## src/rtl/xor_crypt_pkg.sv

```systemverilog
// xor_crypt_pkg: shared definitions for the XOR stream cipher block.
// Holds the job FSM encoding, the default keystream pad and the
// key-byte-to-pad-offset function used by every keystream lane.
package xor_crypt_pkg;

    typedef enum logic [1:0] {
        IDLE = 2'd0,
        RUN  = 2'd1,
        DONE = 2'd2
    } xc_state_t;

    localparam logic [63:0] XC_PAD_DEFAULT = 64'hEE6B_0C4F_2474_0470;

    // Bit offset (0..7) into the pad selected by one key byte.
    // Key bits 0 and 4 do not take part in the selection.
    function automatic logic [2:0] ks_idx(input logic [7:0] k);
        logic hi;
        hi     = k[3] ^ k[7];
        ks_idx = {hi, k[1] ^ k[5], hi | (k[2] ^ k[6])};
    endfunction

endpackage

```

## src/rtl/xor_ks_lane.sv

```systemverilog
// xor_ks_lane: keystream byte for one lane, an 8-bit window of the pad
// whose offset is derived from that lane's key byte.
module xor_ks_lane
    import xor_crypt_pkg::*;
#(
    parameter logic [63:0] PAD = XC_PAD_DEFAULT
) (
    input  logic [7:0] key_byte_i,
    output logic [7:0] ks_byte_o
);

    logic [2:0] idx;
    logic       unused_key;

    // key bits 0 and 4 never reach the offset
    assign unused_key = key_byte_i[0] ^ key_byte_i[4];

    // select the pad window for this lane
    always_comb begin
        idx       = ks_idx(key_byte_i);
        ks_byte_o = PAD[{3'b000, idx} +: 8];
    end

endmodule

```

## src/rtl/xor_crypt_stream.sv

```systemverilog
// xor_crypt_stream: byte-lane XOR stream cipher processing len-word jobs.
// out_data = in_data ^ keystream ^ chain, registered with one cycle latency.
// CBC chaining (mode/iv/dir) is compiled only when XOR_CRYPT_CBC_EN is defined;
// without it mode, dir and iv are ignored and every job runs as ECB.
//
// state | meaning
// IDLE  | waiting for start; job parameters latched when start is seen
// RUN   | streaming words; busy high
// DONE  | all len words handed off (or len was 0); done high until ack
module xor_crypt_stream
    import xor_crypt_pkg::*;
#(
    parameter int unsigned LANES = 8,
    parameter int unsigned LEN_W = 8,
    parameter logic [63:0] PAD   = XC_PAD_DEFAULT
) (
    input  logic               clk,
    input  logic               reset,
    input  logic               start,
    input  logic [8*LANES-1:0] key,
    input  logic [LEN_W-1:0]   len,
    input  logic               mode,
    input  logic               dir,
    input  logic [8*LANES-1:0] iv,
    input  logic [8*LANES-1:0] in_data,
    input  logic               in_valid,
    output logic               in_ready,
    output logic [8*LANES-1:0] out_data,
    output logic               out_valid,
    input  logic               out_ready,
    output logic               busy,
    output logic               done,
    input  logic               ack
);

    localparam int unsigned     W       = 8 * LANES;
    localparam logic [LEN_W-1:0] CNT_ONE = LEN_W'(1);

    xc_state_t        state_q;
    logic [W-1:0]     key_q;
    logic [LEN_W-1:0] len_q;
    logic [LEN_W-1:0] cnt_q;
    logic [W-1:0]     out_data_q;
    logic             out_valid_q;
    logic             busy_q;
    logic             done_q;

    logic [W-1:0]     ks;
    logic [W-1:0]     chain;
    logic [W-1:0]     result;
    logic             in_hs;
    logic             out_hs;

    for (genvar i = 0; i < LANES; i++) begin : g_lane
        xor_ks_lane #(.PAD(PAD)) u_lane (
            .key_byte_i (key_q[8*i +: 8]),
            .ks_byte_o  (ks[8*i +: 8])
        );
    end

    // accept input only while words remain and the output slot is free or draining
    assign in_ready = (state_q == RUN) && (cnt_q < len_q) && (!out_valid_q || out_ready);
    assign in_hs    = in_ready && in_valid;
    assign out_hs   = out_valid_q && out_ready;
    assign result   = in_data ^ ks ^ chain;

`ifdef XOR_CRYPT_CBC_EN
    logic         mode_q;
    logic         dir_q;
    logic [W-1:0] chain_q;
    logic [W-1:0] chain_d;

    // chain seeds from iv at job start, then follows the ciphertext side of each word
    always_comb begin
        chain_d = chain_q;
        if (state_q == IDLE && start) begin
            chain_d = mode ? iv : '0;
        end else if (in_hs && mode_q) begin
            chain_d = dir_q ? in_data : result;
        end
    end

    // chain register and latched job mode/direction
    always_ff @(posedge clk or posedge reset) begin
        if (reset) begin
            chain_q <= '0;
            mode_q  <= 1'b0;
            dir_q   <= 1'b0;
        end else begin
            chain_q <= chain_d;
            if (state_q == IDLE && start) begin
                mode_q <= mode;
                dir_q  <= dir;
            end
        end
    end

    assign chain = chain_q;
`else
    logic unused_cbc;

    assign unused_cbc = mode ^ dir ^ (^iv);
    assign chain      = '0;
`endif

    // job FSM with the output word register and the accepted-word counter
    always_ff @(posedge clk or posedge reset) begin
        if (reset) begin
            state_q     <= IDLE;
            key_q       <= '0;
            len_q       <= '0;
            cnt_q       <= '0;
            out_data_q  <= '0;
            out_valid_q <= 1'b0;
            busy_q      <= 1'b0;
            done_q      <= 1'b0;
        end else begin
            case (state_q)
                IDLE: begin
                    if (start) begin
                        key_q <= key;
                        len_q <= len;
                        cnt_q <= '0;
                        if (len != '0) begin
                            state_q <= RUN;
                            busy_q  <= 1'b1;
                        end else begin
                            state_q <= DONE;
                            done_q  <= 1'b1;
                        end
                    end
                end
                RUN: begin
                    if (in_hs) begin
                        out_data_q  <= result;
                        out_valid_q <= 1'b1;
                        cnt_q       <= cnt_q + CNT_ONE;
                    end else if (out_hs) begin
                        out_valid_q <= 1'b0;
                    end
                    // once every word is accepted, the next handoff is the last one
                    if (out_hs && (cnt_q == len_q)) begin
                        state_q <= DONE;
                        busy_q  <= 1'b0;
                        done_q  <= 1'b1;
                    end
                end
                DONE: begin
                    if (ack) begin
                        state_q <= IDLE;
                        done_q  <= 1'b0;
                    end
                end
                default: begin
                    state_q <= IDLE;
                    busy_q  <= 1'b0;
                    done_q  <= 1'b0;
                end
            endcase
        end
    end

    assign out_data  = out_data_q;
    assign out_valid = out_valid_q;
    assign busy      = busy_q;
    assign done      = done_q;

endmodule

```

## config.mk

```make
export PLATFORM = sky130hd
export DESIGN_NAME = xor_crypt_stream
export DESIGN_NICKNAME = d
export VERILOG_FILES = /design/src/rtl/xor_crypt_pkg.sv /design/src/rtl/xor_ks_lane.sv /design/src/rtl/xor_crypt_stream.sv
export SDC_FILE = /design/constraint.sdc
export NUM_CORES = 1
export LEC_CHECK = 0
export ABC_AREA = 1
export BUFFER_PORTS_ARGS = -buffer_cell sky130_fd_sc_hd__buf_2
export CELL_PAD_IN_SITES_DETAIL_PLACEMENT = 0
export CELL_PAD_IN_SITES_GLOBAL_PLACEMENT = 2
export CORE_MARGIN = 2
export CORE_UTILIZATION = 29
export DETAILED_ROUTE_END_ITERATION = 10
export PLACE_DENSITY_LB_ADDON = 0.1
export SYNTH_ARGS = -nofsm -noshare
export SYNTH_HDL_FRONTEND = slang
export SYNTH_SLANG_ARGS = --single-unit
```

## constraint.sdc

```tcl
create_clock -name clk -period 6.71 [get_ports clk]
set_input_delay 0 -clock clk [delete_from_list [all_inputs] [get_ports clk]]
set_output_delay 0 -clock clk [all_outputs]
set_load 0.005 [all_outputs]
```

Word level (Yosys, flattened, before mapping)
Index checks and enable logic that the tools add are counted.

word-level totals
  bits in latches = 0
  ROM bits = 0
  bits of input ports = 208
  bits in writable memories = 0
  word-level logic and storage cells = 98
  register bits after elaboration = 149
  memories kept = 0

cells by class
  mux-type cells = 19
  add/sub/neg operators = 1
  shift operators = 8
  reductions and logical operators = 18
  bitwise operators = 34
  multipliers = 0
  divide/modulo/power cells = 0
  eq/ne operators = 9
  order comparisons = 1

operators with widths
  kind                                                                         number
  64-bit by 4-bit indexed part select with 8-bit output, first input constant  8
  64-bit XOR                                                                   1
  1-bit XOR                                                                    24
  8-bit 2-to-1 mux                                                             2
  8-bit one-hot mux with 2 select lines                                        1
  2-bit != test, second input constant                                         5
  1-bit 2-to-1 mux                                                             9
  8-bit by 1-bit adder with 8-bit output, second input constant                1
  8-bit == test                                                                1
  8-bit < comparator                                                           1
  2-bit 2-to-1 mux                                                             4
  1-bit bitwise OR                                                             8
  4-bit AND reduction                                                          2
  8-bit nonzero test                                                           1
  1-bit one-hot mux with 3 select lines                                        2
  2-bit one-hot mux with 3 select lines                                        1
  2-bit AND reduction                                                          3
  3-bit AND reduction                                                          2
  1-bit logical AND                                                            5
  2-bit nonzero test                                                           2
  2-bit by 1-bit == test with 1-bit output, second input constant              1
  2-bit == test, second input constant                                         1
  2-bit logical NOT                                                            1
  2-bit by 1-bit != test with 1-bit output, second input constant              1
  3 further kinds                                                              3

Logic depth before layout (Yosys ltp)
  depth after elaboration = 6
  depth in mapped cells = 13

Hierarchy
A second synthesis with hierarchy kept.

unflattened totals
  cell total of the unflattened synthesis = 844
  area, all modules = 7771.2 um^2

by module, submodules not included
  module            cells each  area an instance (um^2)  instances
  xor_crypt_stream  588         6720.2                   1
  xor_ks_lane       32          131.4                    8

Least setup slack after synthesis
Ideal clock, no wire load.

  path kind = reg2reg
  from = register cnt_q[7]
  to = register out_data_q[63], in the netlist out_data[63]
  cell stages (with the launch flop) = 10
  slack = 5045 ps
  arrival time = 1547 ps
  library setup time = 118 ps
  path buffers = 2
  path through = dfrtp_1 -> ha_1 -> a21oi_1 -> nand3_1 -> nor2_2 -> nand3_2 -> buf_4 -> buf_6 -> nand2_1 -> nand2_1

on the way
  longest elaborated chain between the ends = 5

RTL lines
  item                                  line                     RTL
  from (decl)                           xor_crypt_stream.sv:42   logic [LEN_W-1:0] cnt_q;
  from (signal assigned)                xor_crypt_stream.sv:137  cnt_q <= cnt_q + CNT_ONE;
  8-bit < comparator                    xor_crypt_stream.sv:62   assign in_ready = (state_q == RUN) && (cnt_q < len_q) && (!out_valid_q || out_ready);
  1-bit logical AND (2 in series)       xor_crypt_stream.sv:62
  1-bit logical AND                     xor_crypt_stream.sv:63   assign in_hs = in_ready && in_valid;
  2-bit AND reduction (no source line)  -
  to (signal assigned)                  xor_crypt_stream.sv:135  out_data_q <= result;
  to (decl)                             xor_crypt_stream.sv:43   logic [W-1:0] out_data_q;

Every way passes these cells.
A chain may end at the register's enable or synchronous reset.

Final worst setup path
  from = register cnt_q[7]
  to = register cnt_q[5]

on the way
  longest elaborated chain between the ends = 6

RTL lines
  item                                  line
  8-bit < comparator                    xor_crypt_stream.sv:62
  1-bit logical AND (2 in series)       xor_crypt_stream.sv:62
  1-bit logical AND                     xor_crypt_stream.sv:63
  2-bit != test (no source line)        -
  3-bit AND reduction (no source line)  -

Every way passes these cells.

==> reports/metrics.cfg <==
[status]
outcome = finished, final reports clean

[drt]
via_per_inst = 4.33
drt_iter0_drc = 360
drt_first_pass_iters = 4
avgRoutedWirePerCell_um = 13.9
drt_wl_total_um = 21000
vias = 6511
drc_errors = 0
ant_nets = 0

[grt]
antenna_found_initial = 0
grt.overflow.total = 0
grt_pass1_vias = 6678
grt_max_degree = 99
grt_pass1_wl_um = 34600
grtUsageTotal_pct = 17.1

[critical_path]
worst_setup_path_end_kind = register
worstPathMaxFanout = 98
critPathRequiredTime_ns = 7.01
worstSetupPathType = reg -> reg
critPathLaunchType = register
reg2reg_depth = 9
arrival_ns = 2.93

[yosys]
synth_flop_cell = dfrtp_1
avgSynthCellArea_sq_um = 8.12
synth_edf_count = 0
syn_inst = 861
syn_nets = 1078
ys_ff_latch = 133
yosysUniqueCellTypes = 23
synthArstFlopShare_pct = 100
yosys_warnings = 0
netlist_area_sq_um = 7000
ys_seq_area_share_pct = 47.6

[power_and_ir_drop]
vdd_drop_max_mv = 0.345
p_per_area_nw_per_um2 = 448
p_leak_nw = 5.34

[clock_network]
ctsLongestPathBuffers = 2
htree_levels = 4
cts_root_buf = clkbuf_16
cts_setup_buffers = 0
clkTransAtPathRegs_ns = 0.06
cts_inserted_buffers = 17
postCtsHoldBufs = 123
clkLatencyLatePin_ns = 0.43
ctsResizeCount = 0
cts_tree = done
clock_sinks = 133

[timing]
holdWs_ns = 0.0363
hold_viol = 0
fin_crit_ns = 2.63
worst_pin_slew_ns = 1.08
timing.final.crit_share_pct = 39.1
fin_setup_tns_ns = 0
slew_violations = 0
setup_violations = 0
max_freq_ghz = 0.381
rsz0062_at_grt = false
fin_skew_ns = 0.0219
slew-limit-headroom_pct = 27.8

[floorplan]
fp.dieH_um = 159
core_sq_um = 23500
initial_core_util_pct = 29.7
core.rowCount = 56
die_area_sq_um = 25400
die_w_um = 159
io_pins = 276

[cells_and_area]
areaGrowthSynthToFinish_pct = 44.6
final_common_cell = nand2_1
mostFrequentLayoutCells = nand2_1, buf_2, dfrtp_1
drive_above_1_share_pct = 23.1
layout.nets = 1388
fillCellCount = 2505
antenna_cells = 0

[placed_design]
portBuffers = 193
dp_hpwl_um = 14000
place.gp.congestion = 0.745

[worst_hold_path]
hold_path_depth = 4
hold_path.class = in -> reg

[run]
max_cap_violations = 0

-- worst max-delay path, cell delays in order, from the launching register on --
cell,delay [ns]
dfrtp_1,0.43
ha_1,0.32
nand2_1,0.07
nor2_1,0.15
nand2_1,0.12
nand3_4,0.09
buf_4,0.79
nand2_2,0.31
nand2_1,0.15
nand2_1,0.06
-- stage by stage --
step	cell area [sq um]	utilization, %	total power, mW	worst slack (ns)	instances
floorplan	7000	-	2.87	3.16	861
global placement	8270	35.1	3.53	4.00	1348
detailed placement	8270	35.1	3.53	4.00	1348
CTS	10100	43.0	4.60	3.99	1503
global route	10100	43.0	4.99	3.76	1503
finish	10100	43.0	4.53	4.08	1503
-- synthesized netlist by cell type, drive strengths merged (3+ instances only) --
library cell	number	area share, %
a21oi	25	1.8
buf	14	1.2
clkbuf	14	0.75
dfrtp	133	48
ha	9	1.6
inv	87	4.7
mux2	34	5.5
nand2	296	16
nand3	82	5.9
nand3b	16	1.7
nand4	20	1.8
nor2	35	1.9
o21ai	41	2.9
or2	3	0.27
xnor2	26	3.3
xor2	24	3.0
-- power breakdown --
part / switching [mW] / internal, mW / leakage [nW] / total, mW
logic: 1.31 / 0.860 / 3.43 / 2.17
registers: 0.214 / 1.16 / 1.62 / 1.38
clock network: 0.387 / 0.598 / 0.286 / 0.985
total: 1.91 / 2.62 / 5.34 / 4.53
-- cell type report --
class / count / area [sq um] / area share (%)
clock buffers: 18 / 439 / 4.34
flip-flops and latches: 133 / 3330 / 32.9
clock inverters: 14 / 173 / 1.71
well taps: 319 / 399 / 3.95
repair buffers: 319 / 2220 / 21.9
inverters: 87 / 332 / 3.28
multi-input cells: 613 / 3230 / 31.9
-- flip-flops by register name, summed over array words and instances (netlist names) --
name / cells
done: 1
busy: 1
state_q: 2
out_data: 64
key_q: 48
cnt_q: 8
out_valid: 1
len_q: 8
-- path summary, 6_finish.rpt --
kind,from,endpoint,slack (ns)
max in group asynchronous,reset,key_q[27]$_DFFE_PP0P_,5.22
min in group asynchronous,reset,key_q[45]$_DFFE_PP0P_,0.31
worst min-delay path,start,state_q[1]$_DFFE_PP0P_,0.04
worst min register to register,out_data[49]$_DFFE_PP0P_,out_data[49]$_DFFE_PP0P_,0.47
worst max register to register,cnt_q[7]$_DFFE_PP0P_,cnt_q[5]$_DFFE_PP0P_,4.08
worst max-delay path,cnt_q[7]$_DFFE_PP0P_,cnt_q[5]$_DFFE_PP0P_,4.08
-- routing by layer --
metal	up-vias	track usage [%]	part of all wire (%)	wire (um)
met3	16	4.06	4.6	967
met4	0	4.17	1.2	247
met1	2978	22.9	49	10200
li1	3373	-	-	-
met5	-	0	0	0
met2	144	28.1	45	9520
-- cells by family (layout without fill, tap and decap cells) --
group,count (synthesis),after routing,synth area share (%)
compound gates,66,66,4.72
xor+xnor,50,50,6.26
fa+ha+maj,9,9,1.61
buf+inv,115,438,6.64
flops,133,133,47.6
mux,34,34,5.47
simple gates,454,454,27.7
Note: power is estimated with default switching activity, not from simulation.
